### src/rtl/thro_ramp_sched_pkg.sv
// thro_pkg: shared types and constants for the throttle ramp scheduler.
//   thro_state_t  : FSM state encoding (3 bits, exposed on state_o)
//   THRO_MAX_VAL  : saturation level for the received target when clamping is built in
//   NUM_MOTORS    : number of staggered motor enables
//   clamp_target  : saturate a received throttle value to THRO_MAX_VAL
//   ramp_toward   : move a value toward a goal by at most one step, no overshoot
package thro_pkg;

    typedef enum logic [2:0] {
        ST_DISARMED = 3'd0,
        ST_STAGGER  = 3'd1,
        ST_RUN      = 3'd2,
        ST_FAILSAFE = 3'd3
    } thro_state_t;

    localparam int THRO_MAX_VAL = 40;
    localparam int NUM_MOTORS   = 4;

    function automatic logic [7:0] clamp_target(input logic [7:0] v);
        return (v > 8'(THRO_MAX_VAL)) ? 8'(THRO_MAX_VAL) : v;
    endfunction

    // Done 9 bits wide so cur+step can never wrap past 255 before the
    // comparison against the goal picks the smaller move.
    function automatic logic [7:0] ramp_toward(input logic [7:0] cur,
                                               input logic [7:0] goal,
                                               input logic [8:0] step);
        logic [8:0] c9;
        logic [8:0] g9;
        logic [8:0] r9;
        c9 = {1'b0, cur};
        g9 = {1'b0, goal};
        r9 = c9;
        if (g9 > c9) begin
            r9 = ((g9 - c9) > step) ? (c9 + step) : g9;
        end else if (c9 > g9) begin
            r9 = ((c9 - g9) > step) ? (c9 - step) : g9;
        end
        return 8'(r9);
    endfunction

endpackage

### src/rtl/thro_tick_gen.sv
// thro_tick_gen: ramp prescaler. Counts 0..RAMP_DIV-1 and raises tick for
// the one cycle in which the count wraps.
//   clk, rst_n : clock, asynchronous active-low reset
//   tick       : single-cycle pulse every RAMP_DIV cycles
module thro_tick_gen #(
    parameter int RAMP_DIV = 1000
) (
    input  logic clk,
    input  logic rst_n,
    output logic tick
);

    localparam int W = $clog2(RAMP_DIV);

    logic [W-1:0] cnt;

    assign tick = (cnt == W'(RAMP_DIV - 1));

    always_ff @(posedge clk or negedge rst_n) begin
        if (!rst_n) begin
            cnt <= '0;
        end else if (tick) begin
            cnt <= '0;
        end else begin
            cnt <= cnt + W'(1);
        end
    end

endmodule

### src/rtl/thro_ramp_sched.sv
// thro_ramp_sched: arming / staggered motor enable / throttle ramp / link-loss
// failsafe controller in front of the per-motor offset generator.
//   clk, rst_n      : clock, asynchronous active-low reset
//   thro_rec_val    : received throttle target
//   thro_rec_valid  : single-cycle strobe, thro_rec_val is new
//   arm_req         : pilot arm switch (level)
//   disarm_req      : forced disarm (level)
//   thro_cmd        : rate-limited throttle command
//   thro_cmd_valid  : single-cycle strobe, thro_cmd has just changed
//   motor_en        : per-motor enable, bit0 = motor 1
//   armed           : state is RUN or FAILSAFE
//   failsafe        : state is FAILSAFE
//   state_o         : FSM state encoding (debug)
// Build option: define THRO_CLAMP_EN to saturate the loaded target to
// THRO_MAX_VAL and refuse arming progress on any over-range strobe.
//
// Strobe semantics: there is no back-pressure. thro_rec_valid is sampled on
// every clock edge and each high cycle is one new value; thro_cmd_valid is
// high in exactly the cycles where thro_cmd holds a value different from the
// previous cycle (it rises together with the new thro_cmd).
module thro_ramp_sched
    import thro_pkg::*;
#(
    parameter int RAMP_DIV     = 1000,
    parameter int STEP         = 1,
    parameter int ARM_THRO_MAX = 2,
    parameter int ARM_HOLD     = 50,
    parameter int STAGGER      = 10,
    parameter int LINK_TIMEOUT = 200
) (
    input  logic       clk,
    input  logic       rst_n,
    input  logic [7:0] thro_rec_val,
    input  logic       thro_rec_valid,
    input  logic       arm_req,
    input  logic       disarm_req,
    output logic [7:0] thro_cmd,
    output logic       thro_cmd_valid,
    output logic [3:0] motor_en,
    output logic       armed,
    output logic       failsafe,
    output logic [2:0] state_o
);

    thro_state_t           state, state_nxt;
    logic                  tick;
    logic [15:0]           hold_cnt, hold_nxt;
    logic [15:0]           stag_cnt, stag_nxt;
    logic [15:0]           link_cnt;
    logic [7:0]            target, load_val, cmd_nxt;
    logic [NUM_MOTORS-1:0] motor_nxt;
    logic                  link_lost, kill, arm_ok;

    thro_tick_gen #(.RAMP_DIV(RAMP_DIV)) u_tick (
        .clk   (clk),
        .rst_n (rst_n),
        .tick  (tick)
    );

`ifdef THRO_CLAMP_EN
    assign load_val = clamp_target(thro_rec_val);
`else
    assign load_val = thro_rec_val;
`endif

    // A fresh strobe wins over the tick increment, so a value arriving on a
    // tick cycle still restarts the timeout window.
    always_ff @(posedge clk or negedge rst_n) begin
        if (!rst_n) begin
            target   <= '0;
            link_cnt <= '0;
        end else if (thro_rec_valid) begin
            target   <= load_val;
            link_cnt <= '0;
        end else if (tick && (link_cnt < 16'(LINK_TIMEOUT))) begin
            link_cnt <= link_cnt + 16'd1;
        end
    end

    assign link_lost = (link_cnt >= 16'(LINK_TIMEOUT));
    assign kill      = disarm_req || !arm_req;

`ifdef THRO_CLAMP_EN
    assign arm_ok = arm_req && !disarm_req && (target <= 8'(ARM_THRO_MAX)) && !link_lost
                    && !(thro_rec_valid && (thro_rec_val > 8'(THRO_MAX_VAL)));
`else
    assign arm_ok = arm_req && !disarm_req && (target <= 8'(ARM_THRO_MAX)) && !link_lost;
`endif

    always_comb begin
        state_nxt = state;
        hold_nxt  = hold_cnt;
        stag_nxt  = stag_cnt;
        motor_nxt = motor_en;
        cmd_nxt   = thro_cmd;
        case (state)
            ST_DISARMED: begin
                motor_nxt = '0;
                cmd_nxt   = '0;
                stag_nxt  = '0;
                if (!arm_ok) begin
                    hold_nxt = '0;
                end else if (tick) begin
                    if (hold_cnt >= 16'(ARM_HOLD - 1)) begin
                        state_nxt = ST_STAGGER;
                        hold_nxt  = '0;
                        motor_nxt = NUM_MOTORS'(1);
                    end else begin
                        hold_nxt = hold_cnt + 16'd1;
                    end
                end
            end
            ST_STAGGER: begin
                cmd_nxt = '0;
                // Kill is checked before timeout so a simultaneous disarm
                // never lands in FAILSAFE.
                if (kill) begin
                    state_nxt = ST_DISARMED;
                    motor_nxt = '0;
                end else if (link_lost) begin
                    state_nxt = ST_FAILSAFE;
                end else if (tick) begin
                    if (&motor_en) begin
                        state_nxt = ST_RUN;
                    end else if (stag_cnt >= 16'(STAGGER - 1)) begin
                        motor_nxt = {motor_en[NUM_MOTORS-2:0], 1'b1};
                        stag_nxt  = '0;
                    end else begin
                        stag_nxt = stag_cnt + 16'd1;
                    end
                end
            end
            ST_RUN: begin
                if (kill) begin
                    state_nxt = ST_DISARMED;
                    motor_nxt = '0;
                    cmd_nxt   = '0;
                end else if (link_lost) begin
                    state_nxt = ST_FAILSAFE;
                end else if (tick) begin
                    cmd_nxt = ramp_toward(thro_cmd, target, 9'(STEP));
                end
            end
            ST_FAILSAFE: begin
                if (thro_cmd == 8'd0) begin
                    state_nxt = ST_DISARMED;
                    motor_nxt = '0;
                end else if (tick) begin
                    cmd_nxt = ramp_toward(thro_cmd, 8'd0, 9'(STEP));
                end
            end
            default: begin
                state_nxt = ST_DISARMED;
                motor_nxt = '0;
                cmd_nxt   = '0;
                hold_nxt  = '0;
                stag_nxt  = '0;
            end
        endcase
    end

    always_ff @(posedge clk or negedge rst_n) begin
        if (!rst_n) begin
            state          <= ST_DISARMED;
            hold_cnt       <= '0;
            stag_cnt       <= '0;
            motor_en       <= '0;
            thro_cmd       <= '0;
            thro_cmd_valid <= 1'b0;
        end else begin
            state          <= state_nxt;
            hold_cnt       <= hold_nxt;
            stag_cnt       <= stag_nxt;
            motor_en       <= motor_nxt;
            thro_cmd       <= cmd_nxt;
            thro_cmd_valid <= (cmd_nxt != thro_cmd);
        end
    end

    assign armed    = (state == ST_RUN) || (state == ST_FAILSAFE);
    assign failsafe = (state == ST_FAILSAFE);
    assign state_o  = state;

endmodule
### config.mk
export PLATFORM = sky130hd
export DESIGN_NAME = thro_ramp_sched
export DESIGN_NICKNAME = d
export VERILOG_FILES = /design/src/rtl/thro_ramp_sched_pkg.sv /design/src/rtl/thro_tick_gen.sv /design/src/rtl/thro_ramp_sched.sv
export SDC_FILE = /design/constraint.sdc
export NUM_CORES = 1
export LEC_CHECK = 0
export CORE_MARGIN = 3
export CORE_UTILIZATION = 29
export DETAILED_ROUTE_END_ITERATION = 7
export GPL_ROUTABILITY_DRIVEN = 0
export GPL_TIMING_DRIVEN = 1
export PLACE_DENSITY = 0.54
export SLEW_MARGIN = 25
export SYNTH_ARGS = -nofsm -noshare
export SYNTH_HDL_FRONTEND = slang
export SYNTH_SLANG_ARGS = --single-unit
### constraint.sdc
create_clock -name clk -period 5.3 [get_ports clk]
set_clock_uncertainty 0.15 [all_clocks]
set_input_delay 1.325 -clock clk [delete_from_list [all_inputs] [get_ports clk]]
set_output_delay 1.325 -clock clk [all_outputs]
set_load 0.02 [all_outputs]
==> results of run 1 <==
## sequential cells by signal (all words and copies together) (netlist names)
| signal | flops |
|---|---|
| hold_cnt | 16 |
| link_cnt | 16 |
| stag_cnt | 16 |
| u_tick.cnt | 10 |
| target | 8 |
| thro_cmd | 8 |
| motor_en | 4 |
| state_o | 2 |
| thro_cmd_valid | 1 |
## routing by layer
layer / vias up / track usage, % / wire length, microns
li1: 2479 / - / -
met1: 2420 / 20.2 / 7240
met2: 144 / 21.9 / 6630
met3: 20 / 2.87 / 764
met4: 0 / 3.51 / 233
met5: - / 0 / 0
## worst register-to-register path, delay by kind of cell (launching register included)
family / cells / cell delay (ns)
AO/OA/AOI/OAI: 2 / 0.32
adder cells (fa/ha/maj): 1 / 0.64
buffers and inverters: 1 / 0.29
flip-flops: 1 / 0.53
multiplexers: 2 / 0.50
AND/OR/NAND/NOR: 6 / 1.87
## cell usage after synthesis, types with 13 or more instances
cell / count
xnor2_1: 13
a21oi_1: 35
and3_1: 15
nor4_1: 16
clkbuf_1: 23
inv_1: 31
xor2_1: 18
o21ai_0: 40
nand2_1: 57
ha_1: 28
a31oi_1: 24
nand3_1: 22
nor3_1: 23
nor2_1: 90
dfrtp_1: 81
## per-stage QoR
step / setup slack (ns) / hold WS, ns / util [%] / power (mW)
after floorplan: 1.32 / 0.298 / - / 0.888
after global placement: 1.06 / 0.325 / 32.7 / 0.987
after detailed placement: 1.01 / 0.323 / 32.7 / 0.984
after CTS: 0.987 / 0.338 / 34.4 / 1.65
after global routing: 0.677 / 0.351 / 34.4 / 1.71
final: 0.945 / 0.337 / 34.4 / 1.63
## report_power, final
group          switching (mW)  internal, mW
clock                   0.251         0.403
combinational           0.199         0.110
sequential             0.0322         0.632
total                   0.482          1.14
## logic make-up (layout without fill, tap and decap cells)
family | Yosys count | count (layout) | synth area share [%]
other cells | 1 | 1 | 0.0665
xor+xnor | 31 | 31 | 4.81
mux | 11 | 11 | 2.02
compound gates | 180 | 180 | 21.4
fa+ha+maj | 30 | 30 | 6.92
flops | 81 | 81 | 35.9
simple gates | 277 | 277 | 24.1
buf+inv | 65 | 87 | 4.81
## final timing paths
kind | slack (ns) | from | to
worst max register to register | 0.95 | thro_cmd[4] | thro_cmd_valid
worst max-delay path | 0.95 | thro_cmd[4] | thro_cmd_valid
worst min-delay path | 0.34 | u_tick.cnt[0] | u_tick.cnt[0]
max in group asynchronous | 3.24 | rst_n | link_cnt[8]
worst min register to register | 0.34 | u_tick.cnt[0] | u_tick.cnt[0]
min in group asynchronous | 0.84 | rst_n | stag_cnt[15]
## layout make-up
cell class              count  area share [%]
inverters                  34            1.97
well taps                 260            5.01
flip-flops and latches     81            31.2
multi-input cells         530            51.6
clock inverters             4           0.771
clock buffers              12            4.10
repair buffers             37            5.36
==> results.cfg, run 1 <==
[layout]
multi_input_area_sq_um = 3350
layout.cells.most_common_list = nor2_1 (90), dfrtp_1 (81), nand2_1 (57), o21ai_0 (40), a21oi_1 (35)
final_layout_size_suffix_gt1_share_pct = 6.59
finalInstanceArea_sq_um = 6490
final_common_cell = nor2_1
areaGrowthSynthToFinish_pct = 15.1
layoutNonFillerInstCount = 958
antenna_cells = 0
seqCellArea_sq_um = 2030
fillers = 2014
fin_nets = 736

[route]
postRouteWirelength_microns = 14900
drc = 0
antenna_left = 0
via_count = 5063
drtPass1Iterations = 5
wire_per_inst_microns = 15.5
viasPerCell = 5.28
drtIter0Drc = 463

[sta]
tns_ns = 0
rsz0062_at_grt = no
worst_pin_slew_ns = 0.868
drv_slew = 0
post-route-period-util_pct = 82.2
finalSetupViolCount = 0
maxSlewHeadroom_pct = 41.7
final-hold-violation-count = 0
max_freq_mhz = 230
final.min_clock_period_ns = 4.35

[global_routing]
grt_pass1_vias = 4863
grt_max_degree = 46
grt_use_total_pct = 14.1
antenna_found_initial = 0
grt_pass1_wl_microns = 25100
grt_overflow = 0

[worst_setup_path]
crit_type = register to register
cp.arrival_ns = 4.49
cp_num_cells = 12
start_kind = register
cpPeakStageDelay_ns = 0.73
crit_path_top_delay_cell = or4_1
cp_max_fo = 10
cp.buffers_inverters = 1
r2r_cells = 12
path_cells = clkinv_1 > ha_1 > nand4_2 > o221ai_2 > mux2i_1 > or4_1 > nor2_8 > mux2_2 > or4b_1 > nand3_1 > o41ai_1 > nand3_1
cp_common_cell = nand3_1
path_delay_family = simple AND/OR/NAND/NOR gates
worstSetupEndpointType = register
crit_required_ns = 5.43

[yosys]
ys_seq_elements = 81
synth_top_cell_area_share_pct = 35.9
synth_edf_count = 0
synth_cells = 676
synthTopCellsByArea = dfrtp_1 (36%), ha_1 (6.2%), nor2_1 (6.0%)
syn_area_per_cell_sq_um = 8.35
syn_nets = 719
ys_seq_area_share_pct = 35.9
yosys.area.top_type = dfrtp_1
ys_warn_count = 0
synth-main-ff-cell = dfrtp_1
synth.distinct_cells = 73
syn-cell-area_sq_um = 5640
synthArstFlopShare_pct = 100

[clock_network]
tritoncts = yes
ctsResizeCount = 0
worstSkewPairLatency_ns = 0.34
cts_root_buf = clkbuf_16
clock_tree.buffer_depth = 2
path_clk_slew_ns = 0.07
numCtsBuffers = 9
cts.sinks = 81
hold_buffers = 0
cts_setup_buffers = 0
htreeDepth = 3

[placed_design]
placed_cell_area_sq_um = 6180
portBuffers = 29
place_hpwl_microns = 11100
dpl.cell_count = 942

[status]
status = finished, final reports clean

[pwr]
p_leak_nw = 2.73
ir_drop_uv = 168
power_density_nw_per_um2 = 251

[floorplanning]
die_x_microns = 145
die_area_sq_um = 21200
die_h_microns = 145
io_pins = 31
initial_core_util_pct = 29.9
rows = 50
core-area_sq_um = 18900

[hold_path]
holdPathStages = 1
holdCritPathClass = register to register

[flow_run]
cap_violations = 0
Note: power is estimated with default switching activity, not from simulation.
==> run 2: changes to the inputs <==
- PLACE_DENSITY: 0.54 -> 0.55
- clock period: 5.3 -> 3.94 ns (I/O delays scaled with it)
==> run 2 against run 1 <==
Against the previous run:
- die area unchanged
- critical path depth increased by 2
- final area increased by 4.2%
- power increased by 39%
- via count increased by 3.1%
- first-iteration DRC count increased by 12%
- fmax increased by 14%
- sequential power increased by 34%
- register-to-register slack got worse by 0.82 ns
- routed wire length increased by 4.4%
- highest routed layer unchanged
==> results.cfg, run 2 (same netlist as run 1, synthesis figures left out) <==
[worst_setup_path]
crit_start = thro_cmd[0]
path_cells = buf_4 > ha_1 > fa_1 > nand2b_1 > a211oi_2 > a21oi_1 > a211o_1 > nor3_4 > buf_4 > mux2i_1 > a22oi_2 > mux2i_1 > o41ai_1 > nand3_1
crit_path_top_delay_cell = dfrtp_2
crit_required_ns = 4.00
cp.arrival_ns = 3.88
cp_max_fo = 6
crit_type = register to register
reg2reg_from = thro_cmd[0]
cpPeakStageDelay_ns = 0.40
worstSetupEndpointType = register
start_kind = register

[clock_network]
hold_buffers = 0
tritoncts = yes
clock_tree.buffer_depth = 2
cts_setup_buffers = 0
cts_root_buf = clkbuf_16
worstSkewPairLatency_ns = 0.35
ctsResizeCount = 0
cts.sinks = 81
numCtsBuffers = 9
htreeDepth = 3
path_clk_slew_ns = 0.07

[global_routing]
antenna_found_initial = 0
grt_overflow = 0
grt_pass1_vias = 4999
grt_max_degree = 45
grt_use_total_pct = 14.7
grt_pass1_wl_microns = 25800

[pwr]
p_leak_nw = 2.91
power_mw = 2.27
power_density_nw_per_um2 = 335
ir_drop_uv = 174

[layout]
layout.cells.most_common_list = nor2_1 (90), dfrtp_1 (80), nand2_1 (57), o21ai_0 (40), buf_4 (39)
final_layout_size_suffix_gt1_share_pct = 11.7
top_regs = hold_cnt (16), link_cnt (16), stag_cnt (16)
final_common_cell = nor2_1
fin_nets = 766
antenna_cells = 0
areaGrowthSynthToFinish_pct = 20.0
fillers = 2017

[route]
drc = 0
antenna_left = 0
postRouteWirelength_microns = 15500
drtPass1Iterations = 4
via_count = 5219
drtIter0Drc = 517
viasPerCell = 5.28
wire_per_inst_microns = 15.7

[floorplanning]
io_pins = 31
die_x_microns = 145
rows = 50
die_area_sq_um = 21200
die_h_microns = 145
initial_core_util_pct = 29.9
core-area_sq_um = 18900

[sta]
post-route-period-util_pct = 96.9
final.min_clock_period_ns = 3.82
max_freq_mhz = 262
tns_ns = 0
rsz0062_at_grt = no
worst_pin_slew_ns = 0.801
final-hold-violation-count = 0
drv_slew = 0
maxSlewHeadroom_pct = 46.1
finalSetupViolCount = 0

[placed_design]
place_hpwl_microns = 11600
portBuffers = 29

[flow_run]
cap_violations = 0

[status]
status = finished, final reports clean

[hold_path]
holdCritPathClass = register to register
hp-start = u_tick.cnt[8]
## run 2: critical path: cells and delay by family, from the launching register on
family | cells | cell delay [ns]
AO/OA/AOI/OAI | 5 | 1.19
adder cells (fa/ha/maj) | 2 | 0.64
AND/OR/NAND/NOR | 3 | 0.52
flip-flops | 1 | 0.40
multiplexers | 2 | 0.39
buffers and inverters | 2 | 0.38
## run 2: worst paths after layout
kind	end	slack, ns	cells after the start
min in group asynchronous	u_tick.cnt[9]	0.49	1
setup / recovery	thro_cmd_valid	0.12	14
hold / removal	u_tick.cnt[8]	0.34	1
hold reg to reg	u_tick.cnt[8]	0.34	1
max in group asynchronous	link_cnt[12]	2.44	2
setup reg to reg	thro_cmd_valid	0.12	14
## run 2: through the flow
step	area [sq um]	setup slack (ns)	util, %	std cells	hold slack (ns)
after CTS	6730	0.00506	35.6	988	0.339
after global routing	6770	0.00500	35.8	988	0.360
after detailed placement	6400	0.0441	33.9	972	0.325
after global placement	6400	0.0518	33.9	972	0.323
final	6770	0.123	35.8	988	0.339
after floorplan	5650	0.0604	-	676	0.298
## run 2: final cells by class
type	instances	area, sq um	area share, %
multi-input combinational	530	3390	50.1
sequential	81	2030	30.0
timing repair buffer	67	573	8.47
tap	260	325	4.81
clock buffer	10	239	3.53
inverter	34	128	1.89
clock inverter	6	87.6	1.29
## run 2: report_power, final
part	total, mW	switching, mW	leakage (nW)	internal (mW)
Sequential	0.893	0.0429	1.10	0.850
Combinational	0.445	0.278	1.65	0.167
Clock	0.931	0.356	0.163	0.575
## run 2: per-layer routing
metal / routed length (microns) / global-route usage (%) / share of wire, %
met5: 0 / 0 / 0
met4: 144 / 3.23 / 0.93
met3: 729 / 3.24 / 4.7
met2: 7350 / 24.0 / 47
met1: 7290 / 19.9 / 47
==> run 3: changes to the inputs <==
- CORE_MARGIN: 3 -> not set
==> run 3 against run 2 <==
Against the previous run:
- routed wire length is essentially flat
- die area shrank 5.4%
- core utilization is 0.20 points lower
- first-iteration DRC count is 12% lower
- register-to-register slack improved by 0.07 ns
- combinational power about the same
- flip-flop and latch count did not move
- global-route usage rose by 1.6 points
- fmax is 1.8% higher
- critical path type unchanged
==> results.cfg, run 3 (same netlist as run 1, synthesis figures left out) <==
[route]
postRouteWirelength_microns = 15500
wire_per_inst_microns = 15.7
drtIter0Drc = 454
drc = 0
viasPerCell = 5.29
antenna_left = 0
via_count = 5227
drtPass1Iterations = 5

[clock_network]
clock_tree.buffer_depth = 2
cts.sinks = 81
numCtsBuffers = 9
cts_root_buf = clkbuf_16
worstSkewPairLatency_ns = 0.34
htreeDepth = 3
hold_buffers = 0
tritoncts = yes
path_clk_slew_ns = 0.06

[status]
status = finished, final reports clean

[global_routing]
antenna_found_initial = 0
grt_overflow = 0
grt_pass1_wl_microns = 25600
grt_pass1_vias = 4918
grt_max_degree = 45
grt_use_total_pct = 16.3

[layout]
layoutNonFillerInstCount = 989
layout.cells.most_common_list = nor2_1 (90), dfrtp_1 (80), nand2_1 (57), buf_4 (41), o21ai_0 (40)
antenna_cells = 0
final_layout_size_suffix_gt1_share_pct = 11.7
multi_input_area_sq_um = 3400
seqCellArea_sq_um = 2030
utilization_pct = 35.6
finalInstanceArea_sq_um = 6730
top_regs = hold_cnt (16), link_cnt (16), stag_cnt (16)
final_common_cell = nor2_1
fin_nets = 768
fillers = 2009
areaGrowthSynthToFinish_pct = 19.3

[floorplanning]
die_area_sq_um = 20000
rows = 50
initial_core_util_pct = 29.9
die_h_microns = 141
die_x_microns = 141
core-area_sq_um = 18900
io_pins = 31

[sta]
final_critical_path_setup_slack_ns = 0.192
hold_slack_ns = 0.335
worst_pin_slew_ns = 0.773
finalSetupViolCount = 0
final-hold-violation-count = 0
maxSlewHeadroom_pct = 48.0
drv_slew = 0
final.min_clock_period_ns = 3.75
max_freq_mhz = 267
tns_ns = 0
post-route-period-util_pct = 95.1
rsz0062_at_grt = no

[worst_setup_path]
cp.buffers_inverters = 2
crit_type = register to register
crit_path_top_delay_cell = or4b_1
cp_max_fo = 5
cp_common_cell = nand3_1
start_kind = register
crit_required_ns = 4.06
path_delay_family = simple AND/OR/NAND/NOR gates
worstSetupEndpointType = register
cpPeakStageDelay_ns = 0.48
cp.arrival_ns = 3.87
path_cells = inv_1 > ha_2 > fa_1 > nand2b_1 > a211oi_2 > a21oi_1 > a211o_1 > nor3_4 > buf_4 > mux2_2 > or4b_1 > nand3_1 > o41ai_2 > nand3_1

[placed_design]
dpl.cell_count = 969
portBuffers = 29
place_hpwl_microns = 11600
pre_cts_ws_ns = 0.0398
placed_cell_area_sq_um = 6380

[hold_path]
holdCritPathClass = register to register

[pwr]
p_leak_nw = 2.89
power_mw = 2.10
power_density_nw_per_um2 = 312
ir_drop_uv = 178

[flow_run]
cap_violations = 0
-- run 3: changes by cell type in the layout (fill, tap and decap cells not counted), sizes merged --
cell,delta
clkbuf,+2
inv,-2
bufinv,-2
clkinvlp,+1
buf,+2
-- run 3: worst paths after layout --
path	start	end	slack [ns]	cells after the start
max	target[0]	thro_cmd_valid	0.19	14
min	u_tick.cnt[0]	u_tick.cnt[0]	0.33	1
max reg2reg	target[0]	thro_cmd_valid	0.19	14
min reg2reg	u_tick.cnt[0]	u_tick.cnt[0]	0.33	1
max in group asynchronous	rst_n	link_cnt[14]	2.43	2
min in group asynchronous	rst_n	u_tick.cnt[9]	0.51	1
-- run 3: worst reg2reg max path: cells and delay by family, from the launching register on --
family / cells / cell delay, ns
and+or+nand+nor: 5 / 1.06
buffers and inverters: 2 / 0.27
muxes: 1 / 0.34
DFF: 1 / 0.37
AOI/OAI and AO/OA: 4 / 0.85
adders and majority gates: 2 / 0.64
-- run 3: final cells by class --
cell class / instances / area share [%]
well taps: 260 / 4.83
repair buffers: 69 / 8.74
multi-input cells: 530 / 50.5
clock inverters: 3 / 0.260
inverters: 34 / 1.90
flip-flops and latches: 81 / 30.1
clock buffers: 12 / 3.66
-- run 3: power by group --
| group | internal (mW) | switching (mW) | total, mW | leakage (nW) |
|---|---|---|---|---|
| sequential | 0.851 | 0.0409 | 0.892 | 1.10 |
| combinational | 0.166 | 0.280 | 0.446 | 1.66 |
| clock | 0.438 | 0.323 | 0.762 | 0.128 |
| total | 1.45 | 0.644 | 2.10 | 2.89 |
-- run 3: what timing repair did --
item	4_1_cts	5_1_grt
endpoints found under the setup margin	0	4
resized for setup	0	9
setup buffers	0	5
-- run 3: routing by layer --
metal	track usage (%)	up-vias	routed length (microns)
li1	-	2543	-
met1	21.9	2510	7230
met2	26.2	158	7200
met3	3.68	16	847
met4	4.64	0	237
met5	0	-	0
